==> src/rtl/uart_rx_if.sv <==
// ============================================================================
// Module   : uart_rx_if
// Brief    : Serial line and parallel byte handshake bundle for uart_rx.
// Revision : 1.0
// ============================================================================
`default_nettype none

interface uart_rx_if;
  logic       rx;
  logic [7:0] rx_data;
  logic       rx_valid;
  logic       rx_ready;
  logic       rx_frame_err;
  logic       rx_overrun;
  logic       rx_busy;

  modport slave (
    input  rx,
    input  rx_ready,
    output rx_data,
    output rx_valid,
    output rx_frame_err,
    output rx_overrun,
    output rx_busy
  );

  modport master (
    output rx,
    output rx_ready,
    input  rx_data,
    input  rx_valid,
    input  rx_frame_err,
    input  rx_overrun,
    input  rx_busy
  );
endinterface

`default_nettype wire

==> src/rtl/uart_rx.sv <==
// ============================================================================
// Module   : uart_rx
// Brief    : 8N1 UART receiver, mid-bit sampling, framing/overrun flags.
// Revision : 1.0
// ============================================================================
`default_nettype none

module uart_rx #(
  parameter int CLK_FREQ  = 50000000,
  parameter int BAUD_RATE = 9600
) (
  input  wire          clk,
  input  wire          rst_n,
  uart_rx_if.slave     bus
);

  localparam int          c_CLKS_PER_BIT = CLK_FREQ / BAUD_RATE;
  localparam int          c_HALF         = c_CLKS_PER_BIT / 2;
  localparam logic [15:0] c_BIT_LAST     = 16'(c_CLKS_PER_BIT - 1);
  localparam logic [15:0] c_HALF_LAST    = 16'(c_HALF - 1);

  typedef enum logic [2:0] {
    S_IDLE      = 3'd0,
    S_START_BIT = 3'd1,
    S_DATA_BITS = 3'd2,
    S_STOP_BIT  = 3'd3,
    S_WAIT_IDLE = 3'd4
  } state_e;

  state_e      state_q, state_d;
  logic [15:0] clk_count_q, clk_count_d;
  logic [2:0]  bit_index_q, bit_index_d;
  logic [7:0]  shift_q, shift_d;
  logic [7:0]  data_q, data_d;
  logic        valid_q, valid_d;
  logic        ferr_q, ferr_d;
  logic        pending_q, pending_d;
  logic        overrun_q, overrun_d;
  logic        meta_q, rx_s_q;
  logic        w_good;

  always_ff @(posedge clk or negedge rst_n) begin
    if (!rst_n) begin
      state_q     <= S_IDLE;
      clk_count_q <= '0;
      bit_index_q <= '0;
      shift_q     <= '0;
      data_q      <= '0;
      valid_q     <= 1'b0;
      ferr_q      <= 1'b0;
      pending_q   <= 1'b0;
      overrun_q   <= 1'b0;
      meta_q      <= 1'b1;
      rx_s_q      <= 1'b1;
    end else begin
      state_q     <= state_d;
      clk_count_q <= clk_count_d;
      bit_index_q <= bit_index_d;
      shift_q     <= shift_d;
      data_q      <= data_d;
      valid_q     <= valid_d;
      ferr_q      <= ferr_d;
      pending_q   <= pending_d;
      overrun_q   <= overrun_d;
      meta_q      <= bus.rx;
      rx_s_q      <= meta_q;
    end
  end

  always_comb begin
    state_d     = state_q;
    clk_count_d = clk_count_q;
    bit_index_d = bit_index_q;
    shift_d     = shift_q;
    data_d      = data_q;
    valid_d     = 1'b0;
    ferr_d      = 1'b0;
    pending_d   = pending_q;
    overrun_d   = overrun_q;
    w_good      = 1'b0;

    case (state_q)
      S_IDLE: begin
        clk_count_d = '0;
        bit_index_d = '0;
        if (!rx_s_q) state_d = S_START_BIT;
      end
      S_START_BIT: begin
        if (clk_count_q == c_HALF_LAST) begin
          clk_count_d = '0;
          // A start bit that has gone high again by mid-bit is line noise
          state_d     = rx_s_q ? S_IDLE : S_DATA_BITS;
        end else begin
          clk_count_d = clk_count_q + 16'd1;
        end
      end
      S_DATA_BITS: begin
        if (clk_count_q == c_BIT_LAST) begin
          clk_count_d          = '0;
          shift_d[bit_index_q] = rx_s_q;
          if (bit_index_q == 3'd7) begin
            bit_index_d = '0;
            state_d     = S_STOP_BIT;
          end else begin
            bit_index_d = bit_index_q + 3'd1;
          end
        end else begin
          clk_count_d = clk_count_q + 16'd1;
        end
      end
      S_STOP_BIT: begin
        if (clk_count_q == c_BIT_LAST) begin
          clk_count_d = '0;
          if (rx_s_q) begin
            w_good  = 1'b1;
            data_d  = shift_q;
            valid_d = 1'b1;
            state_d = S_IDLE;
          end else begin
            ferr_d  = 1'b1;
            state_d = S_WAIT_IDLE;
          end
        end else begin
          clk_count_d = clk_count_q + 16'd1;
        end
      end
      S_WAIT_IDLE: begin
        if (rx_s_q) state_d = S_IDLE;
      end
      default: begin
        state_d     = S_IDLE;
        clk_count_d = '0;
        bit_index_d = '0;
      end
    endcase

    if (w_good) begin
      pending_d = 1'b1;
      if (pending_q && !bus.rx_ready) overrun_d = 1'b1;
    end else if (bus.rx_ready) begin
      pending_d = 1'b0;
    end
  end

  assign bus.rx_data      = data_q;
  assign bus.rx_valid     = valid_q;
  assign bus.rx_frame_err = ferr_q;
  assign bus.rx_overrun   = overrun_q;
  assign bus.rx_busy      = (state_q != S_IDLE);

endmodule

`default_nettype wire

==> src/flat_wrapper.sv <==
// flat-port wrapper written by rule: the top's interface ports become plain ports
module uart_rx_flat 
#(
  parameter int CLK_FREQ  = 50000000,
  parameter int BAUD_RATE = 9600
)
  (clk, rst_n, bus_rx, bus_rx_ready, bus_rx_data, bus_rx_valid, bus_rx_frame_err, bus_rx_overrun, bus_rx_busy);
  uart_rx_if bus_i ();
  input  wire clk;
  input  wire rst_n;
  input wire logic [$bits(bus_i.rx)-1:0] bus_rx;
  input wire logic [$bits(bus_i.rx_ready)-1:0] bus_rx_ready;
  output wire logic [$bits(bus_i.rx_data)-1:0] bus_rx_data;
  output wire logic [$bits(bus_i.rx_valid)-1:0] bus_rx_valid;
  output wire logic [$bits(bus_i.rx_frame_err)-1:0] bus_rx_frame_err;
  output wire logic [$bits(bus_i.rx_overrun)-1:0] bus_rx_overrun;
  output wire logic [$bits(bus_i.rx_busy)-1:0] bus_rx_busy;
  assign bus_i.rx = bus_rx;
  assign bus_i.rx_ready = bus_rx_ready;
  assign bus_rx_data = bus_i.rx_data;
  assign bus_rx_valid = bus_i.rx_valid;
  assign bus_rx_frame_err = bus_i.rx_frame_err;
  assign bus_rx_overrun = bus_i.rx_overrun;
  assign bus_rx_busy = bus_i.rx_busy;
  uart_rx #(.CLK_FREQ(CLK_FREQ), .BAUD_RATE(BAUD_RATE)) u_core (.clk(clk), .rst_n(rst_n), .bus(bus_i));
endmodule
==> config.mk <==
export PLATFORM = sky130hd
export DESIGN_NAME = uart_rx_flat
export DESIGN_NICKNAME = d
export VERILOG_FILES = /design/src/rtl/uart_rx_if.sv /design/src/rtl/uart_rx.sv /design/src/flat_wrapper.sv
export SDC_FILE = /design/constraint.sdc
export NUM_CORES = 1
export LEC_CHECK = 0
export BUFFER_PORTS_ARGS = -buffer_cell sky130_fd_sc_hd__buf_2
export CAP_MARGIN = 20
export CORE_ASPECT_RATIO = 1.2
export CORE_MARGIN = 1.5
export CORE_UTILIZATION = 55
export CTS_BUF_LIST = sky130_fd_sc_hd__clkbuf_4 sky130_fd_sc_hd__clkbuf_8
export DETAILED_ROUTE_END_ITERATION = 10
export HOLD_SLACK_MARGIN = 0.1
export PLACE_DENSITY_LB_ADDON = 0.25
export SYNTH_ARGS = -nofsm -noshare
export SYNTH_HDL_FRONTEND = slang
export SYNTH_SLANG_ARGS = --single-unit
==> constraint.sdc <==
create_clock -name clk -period 2.25 [get_ports clk]
set_input_delay 0.45 -clock clk [delete_from_list [all_inputs] [get_ports clk]]
set_output_delay 0.45 -clock clk [all_outputs]
set_load 0.005 [all_outputs]
==> results.ini, run 1 <==
[sta]
rsz0062_at_grt=yes
drv_slew=0
timing.fmax_mhz=475
max_slew_margin_pct=61.9
period_needed_ns=2.11
fin_crit_sh_pct=93.6
setup_viol=0
skew_ns=0.00943
finalHoldViolations=0
whs_ns=0.137
tightest_slew_ns=0.571

[clocking]
cts_tree=built
holdBufCountCts=0
cts_buffers=5
clockBufferDepth=2
cts_setup_buffers=0
cts_resized=0
path_clk_slew_ns=0.09
cts.sinks=44
clk_root_buffer_cell=clkbuf_8
htreeDepth=2
clkLatencyLatePin_ns=0.30

[routing]
wire_per_inst_microns=14.7
dr_total_vias=1705
drt_iter0_drc=125
drc=0
wirelength_mm=4.32
drtAntennaViolNets=0
avgViaCountPerCell=5.82
drt_first_pass_iters=4

[global_route]
grt_pass1_vias=1688
antenna_found_initial=0
grt_overflow=0
grt_max_degree=28
grt_pass1_wl_mm=7.42
track_usage_pct=20.7

[place]
place_inst=285
port_buffers=15
dpl.hpwl_mm=3.09
place_congestion=0.817

[cells_and_area]
drive_above_1_share_pct=28.9
areaGrowthSynthToFinish_pct=11.0
fin_cells=293
antenna_cells=0
layout.nets=245

[power_and_ir_drop]
powerDensity_nw_per_um2=554
cellLeakagePower_nw=1.22
peakVddDrop_mv=0.344

[synthesis]
async_reset_ff_share_pct=100
synth_adder_area_share_pct=1.61
synth-edff-count=0
yosysTopAreaCell=dfrtp_1
yosys.area_share.simple_pct=23.3
synthFlopType=dfrtp_1
ys_seq_area_share_pct=47.4
avgSynthCellArea_sq_um=10.6
synth_top_family_by_area=simple AND/OR/NAND/NOR gates
netlist_top_cells_area=dfrtp_1, mux2_2, o21ai_0, dfstp_2, nand2_1
synthTopCellsByCount=dfrtp_1, mux2_2, nand2_1, o21ai_0, nor2_1
synth_xor_area_share_pct=1.51
synthCells=220
synth_top_area_share_pct=45.2
synth.area.mux_share_pct=8.71
ys_warn_count=0
synth_compound_area_share_pct=12.6
ys_seq_elements=44
synth.net_count=227
synth_most_common_cell=dfrtp_1
yosysUniqueCellTypes=50
syn_area_sq_um=2330

[floorplan]
die_area_sq_um=4630
start_util_pct=58.1
core_area_sq_um=4000
fp.dieH_microns=74.3
die_w_microns=62.4
io_pins=16
num_rows=25

[setup_path]
crit_type=reg2reg
r2r_end=u_core.shift_q[4]
r2r_slack_ns=0.14
cp-end-kind=register
cp.required_ns=2.45
reg2reg_depth=6
crit_arrival_ns=2.30
r2r-start=u_core.clk_count_q[0]
path_max_fanout=5
worstSetupStartpointType=register

[worst_hold_path]
min_path_type=in2async

[status]
status=completed

[run]
cap_viol_max_count=0

critical path: stages, from the launching register on:
cell and delay, ns:
dfrtp_1 0.40, ha_1 0.23, nor4b_4 0.33, and3_2 0.24
nand4_1 0.17, nor3b_1 0.28, mux2_2 0.36
through the flow:
stage	instance area (sq um)	setup slack (ns)	power [mW]	setup TNS, ns	utilization [%]
final	2580	0.145	1.43	0	64.5
after global routing	2580	-0.0206	1.48	-0.0220	64.5
after CTS	2580	0.130	1.44	0	64.5
after detailed placement	2470	0.136	0.837	0	61.6
after global placement	2470	0.194	0.837	0	61.6
after floorplan	2330	0.331	0.815	0	-
cells by family (layout without fill, tap and decap cells):
family / count (synthesis) / in the layout
AOI/OAI and AO/OA: 45 / 45
xor gates and xnor gates: 4 / 4
adders and majority gates: 3 / 3
buffers and inverters: 22 / 41
DFF: 44 / 44
muxes: 18 / 18
and+or+nand+nor: 84 / 84
per-layer routing:
| layer | track usage [%] | share of wire, % |
|---|---|---|
| met5 | 0 | 0 |
| met4 | 7.90 | 1.6 |
| met3 | 4.69 | 3.4 |
| met2 | 39.0 | 52 |
| met1 | 23.2 | 43 |
power breakdown:
part	internal, mW	total [mW]	switching, mW	leakage [nW]
clock network	0.334	0.609	0.275	0.0583
registers	0.793	0.797	0.00337	0.593
logic	0.00603	0.0235	0.0175	0.569
worst max-delay path by stage:
| stage | start | end | slack (ns) | cells past startpoint |
|---|---|---|---|---|
| after floorplan | u_core.clk_count_q[0] | u_core.shift_q[4] | 0.33 | 6 |
| after global placement | u_core.clk_count_q[0] | u_core.shift_q[2] | 0.19 | 6 |
| after detailed placement | u_core.clk_count_q[0] | u_core.shift_q[4] | 0.14 | 6 |
| after CTS | u_core.clk_count_q[0] | u_core.shift_q[4] | 0.13 | 6 |
| after global routing | u_core.clk_count_q[1] | u_core.shift_q[4] | -0.02 | 6 |
| final | u_core.clk_count_q[0] | u_core.shift_q[4] | 0.14 | 6 |
area by class of cell:
cell class / count / area, sq um
Inverter: 7 / 26.3
Fill cell: 353 / 1420
Multi-Input combinational cell: 154 / 1110
Sequential cell: 44 / 1100
Clock inverter: 3 / 47.5
Clock buffer: 5 / 68.8
Tap cell: 54 / 67.6
Timing Repair Buffer: 26 / 158
state kept, by name, summed over array words and instances (netlist names):
register                 cells
u_core.clk_count_q          16
u_core.bus.rx_data           8
u_core.meta_q                1
u_core.bus.rx_frame_err      1
u_core.state_q               3
u_core.bus.rx_overrun        1
u_core.shift_q               8
u_core.rx_s_q                1
u_core.pending_q             1
u_core.bus.rx_valid          1
u_core.bit_index_q           3
cell usage in the layout, fill, tap and decap left out, types with 3 or more instances in the layout:
| master | count |
|---|---|
| dfrtp_1 | 42 |
| mux2_2 | 18 |
| buf_2 | 15 |
| nand2_1 | 14 |
| o21ai_0 | 14 |
| nor2_1 | 11 |
| buf_4 | 11 |
| a21oi_1 | 10 |
| nand3_1 | 9 |
| nor3b_1 | 7 |
| inv_1 | 7 |
| or3_1 | 5 |
| nand2b_1 | 5 |
| a21o_1 | 5 |
| a31oi_1 | 5 |
| clkbuf_8 | 5 |
| nor3_1 | 4 |
| nand4_1 | 3 |
| xnor2_1 | 3 |
| ha_1 | 3 |
Note: power is estimated with default switching activity, not from simulation.
==> run 2, diff against run 1 <==
- CORE_UTILIZATION: 55 -> 50
- CTS_CLUSTER_DIAMETER: unset -> 30
- PLACE_DENSITY: unset -> 0.68
- PLACE_DENSITY_LB_ADDON: 0.25 -> unset
==> run 2 against run 1 <==
Compared with the run above:
- first-iteration DRC count decreased by 7.2%
- final cell count up 2.0%
- global-route usage is 1.4 points lower
- final area rose by 1.3%
- critical endpoint is now u_core.shift_q[2]
==> results.ini, run 2 (synthesis gave the netlist of run 1 again) <==
[status]
status=completed

[power_and_ir_drop]
powerDensity_nw_per_um2=550
power_mw=1.44
cellLeakagePower_nw=1.23
peakVddDrop_mv=0.284

[cells_and_area]
antenna_cells=0
top_register=u_core.clk_count_q
layout.nets=247
drive_above_1_share_pct=29.9
final_cell_mix=dfrtp_1, mux2_2, buf_2
largest_register_ffs=16
layout_commonest_cell=dfrtp_1
areaGrowthSynthToFinish_pct=12.4
design_area_sq_um=2620

[clocking]
clockBufferDepth=2
path_clk_slew_ns=0.09
clkLatencyLatePin_ns=0.30
cts_tree=built
htreeDepth=2
cts_setup_buffers=0
clk_root_buffer_cell=clkbuf_8
cts.sinks=44
cts_buffers=5

[setup_path]
crit_arrival_ns=2.31
slowest_stage=dfrtp_1
worstSetupStartpointType=register
crit_buf_inv=0
critPathTopFamily=simple AND/OR/NAND/NOR gates
crit_type=reg2reg
path_max_fanout=5
cp_slowest_stage_delay_ns=0.40
cp-end-kind=register
reg2reg_depth=6
path_cells=ha_1 > nor4b_4 > and3_2 > nand4_1 > nor3b_2 > mux2_2
cp.required_ns=2.44
cp.depth=6

[global_route]
grt_max_degree=17
grt_overflow=0
track_usage_pct=19.3
grt_pass1_wl_mm=7.60
grt_pass1_vias=1676
antenna_found_initial=0

[sta]
timing.fmax_mhz=472
max_slew_margin_pct=69.2
drv_slew=0
tightest_slew_ns=0.462
setup_viol=0
skew_ns=0.0103
whs_ns=0.245
finalHoldViolations=0
period_needed_ns=2.12
rsz0062_at_grt=yes
fin_crit_sh_pct=94.2

[floorplan]
die_w_microns=65.3
fp.dieH_microns=77.7
io_pins=16
die_area_sq_um=5070
start_util_pct=51.4
num_rows=27
core_area_sq_um=4530

[worst_hold_path]
min_path_type=in2reg
whs_path_depth=1

[routing]
drt_first_pass_iters=4
wire_per_inst_microns=14.5
drc=0
drt_iter0_drc=116
avgViaCountPerCell=5.57
wirelength_mm=4.35
dr_total_vias=1665
drtAntennaViolNets=0

[place]
place_area_sq_um=2480
place_congestion=0.842
port_buffers=15
dpl.hpwl_mm=3.20

[run]
cap_viol_max_count=0

-- run 2: metal layers --
layer,track usage (%),wire length (microns),up-vias
li1,-,-,834
met1,23.9,1900,785
met2,31.7,2210,38
met3,4.64,155,8
met4,8.33,82,0
met5,0,0,-
-- run 2: power by group --
group          total, mW  leakage, nW  switching (mW)  internal, mW
logic             0.0283        0.578          0.0200       0.00832
clock network      0.615       0.0583           0.280         0.334
registers          0.795        0.593         0.00177         0.793
-- run 2: worst paths after layout --
| check | from | to | slack, ns |
|---|---|---|---|
| setup / recovery | u_core.clk_count_q[0] | u_core.shift_q[2] | 0.13 |
| hold / removal | bus_rx | u_core.meta_q | 0.25 |
| setup reg to reg | u_core.clk_count_q[0] | u_core.shift_q[2] | 0.13 |
| hold reg to reg | u_core.meta_q | u_core.rx_s_q | 0.36 |
| max in group asynchronous | rst_n | u_core.rx_s_q | 1.06 |
| min in group asynchronous | rst_n | u_core.shift_q[5] | 0.58 |
-- run 2: layout make-up --
class / instances / area (sq um)
clock buffer: 5 / 68.8
sequential: 44 / 1100
tap: 58 / 72.6
inverter: 7 / 26.3
clock inverter: 3 / 47.5
timing repair buffer: 28 / 175
multi-input combinational: 154 / 1120
fill: 393 / 1910
-- run 2: worst register-to-register path: stages (launching register included) --
cell and delay [ns]:
dfrtp_1 0.40, ha_1 0.24, nor4b_4 0.33, and3_2 0.24, nand4_1 0.19, nor3b_2 0.27
mux2_2 0.36
-- run 2: per-stage QoR --
stage	setup slack [ns]	instances	utilization (%)	setup TNS (ns)
5_1_grt	-0.0272	299	57.8	-0.0772
2_1_floorplan	0.331	220	-	0
3_3_place_gp	0.187	290	54.8	0
4_1_cts	0.0915	299	57.5	0
6_report	0.130	299	57.8	0
3_5_place_dp	0.125	290	54.8	0
-- run 2: repair_timing --
item,in CTS,in global routing
hold buffers,1,0
endpoints found under the setup margin,0,9
endpoints found under the hold margin,14,0
resized for setup,0,2
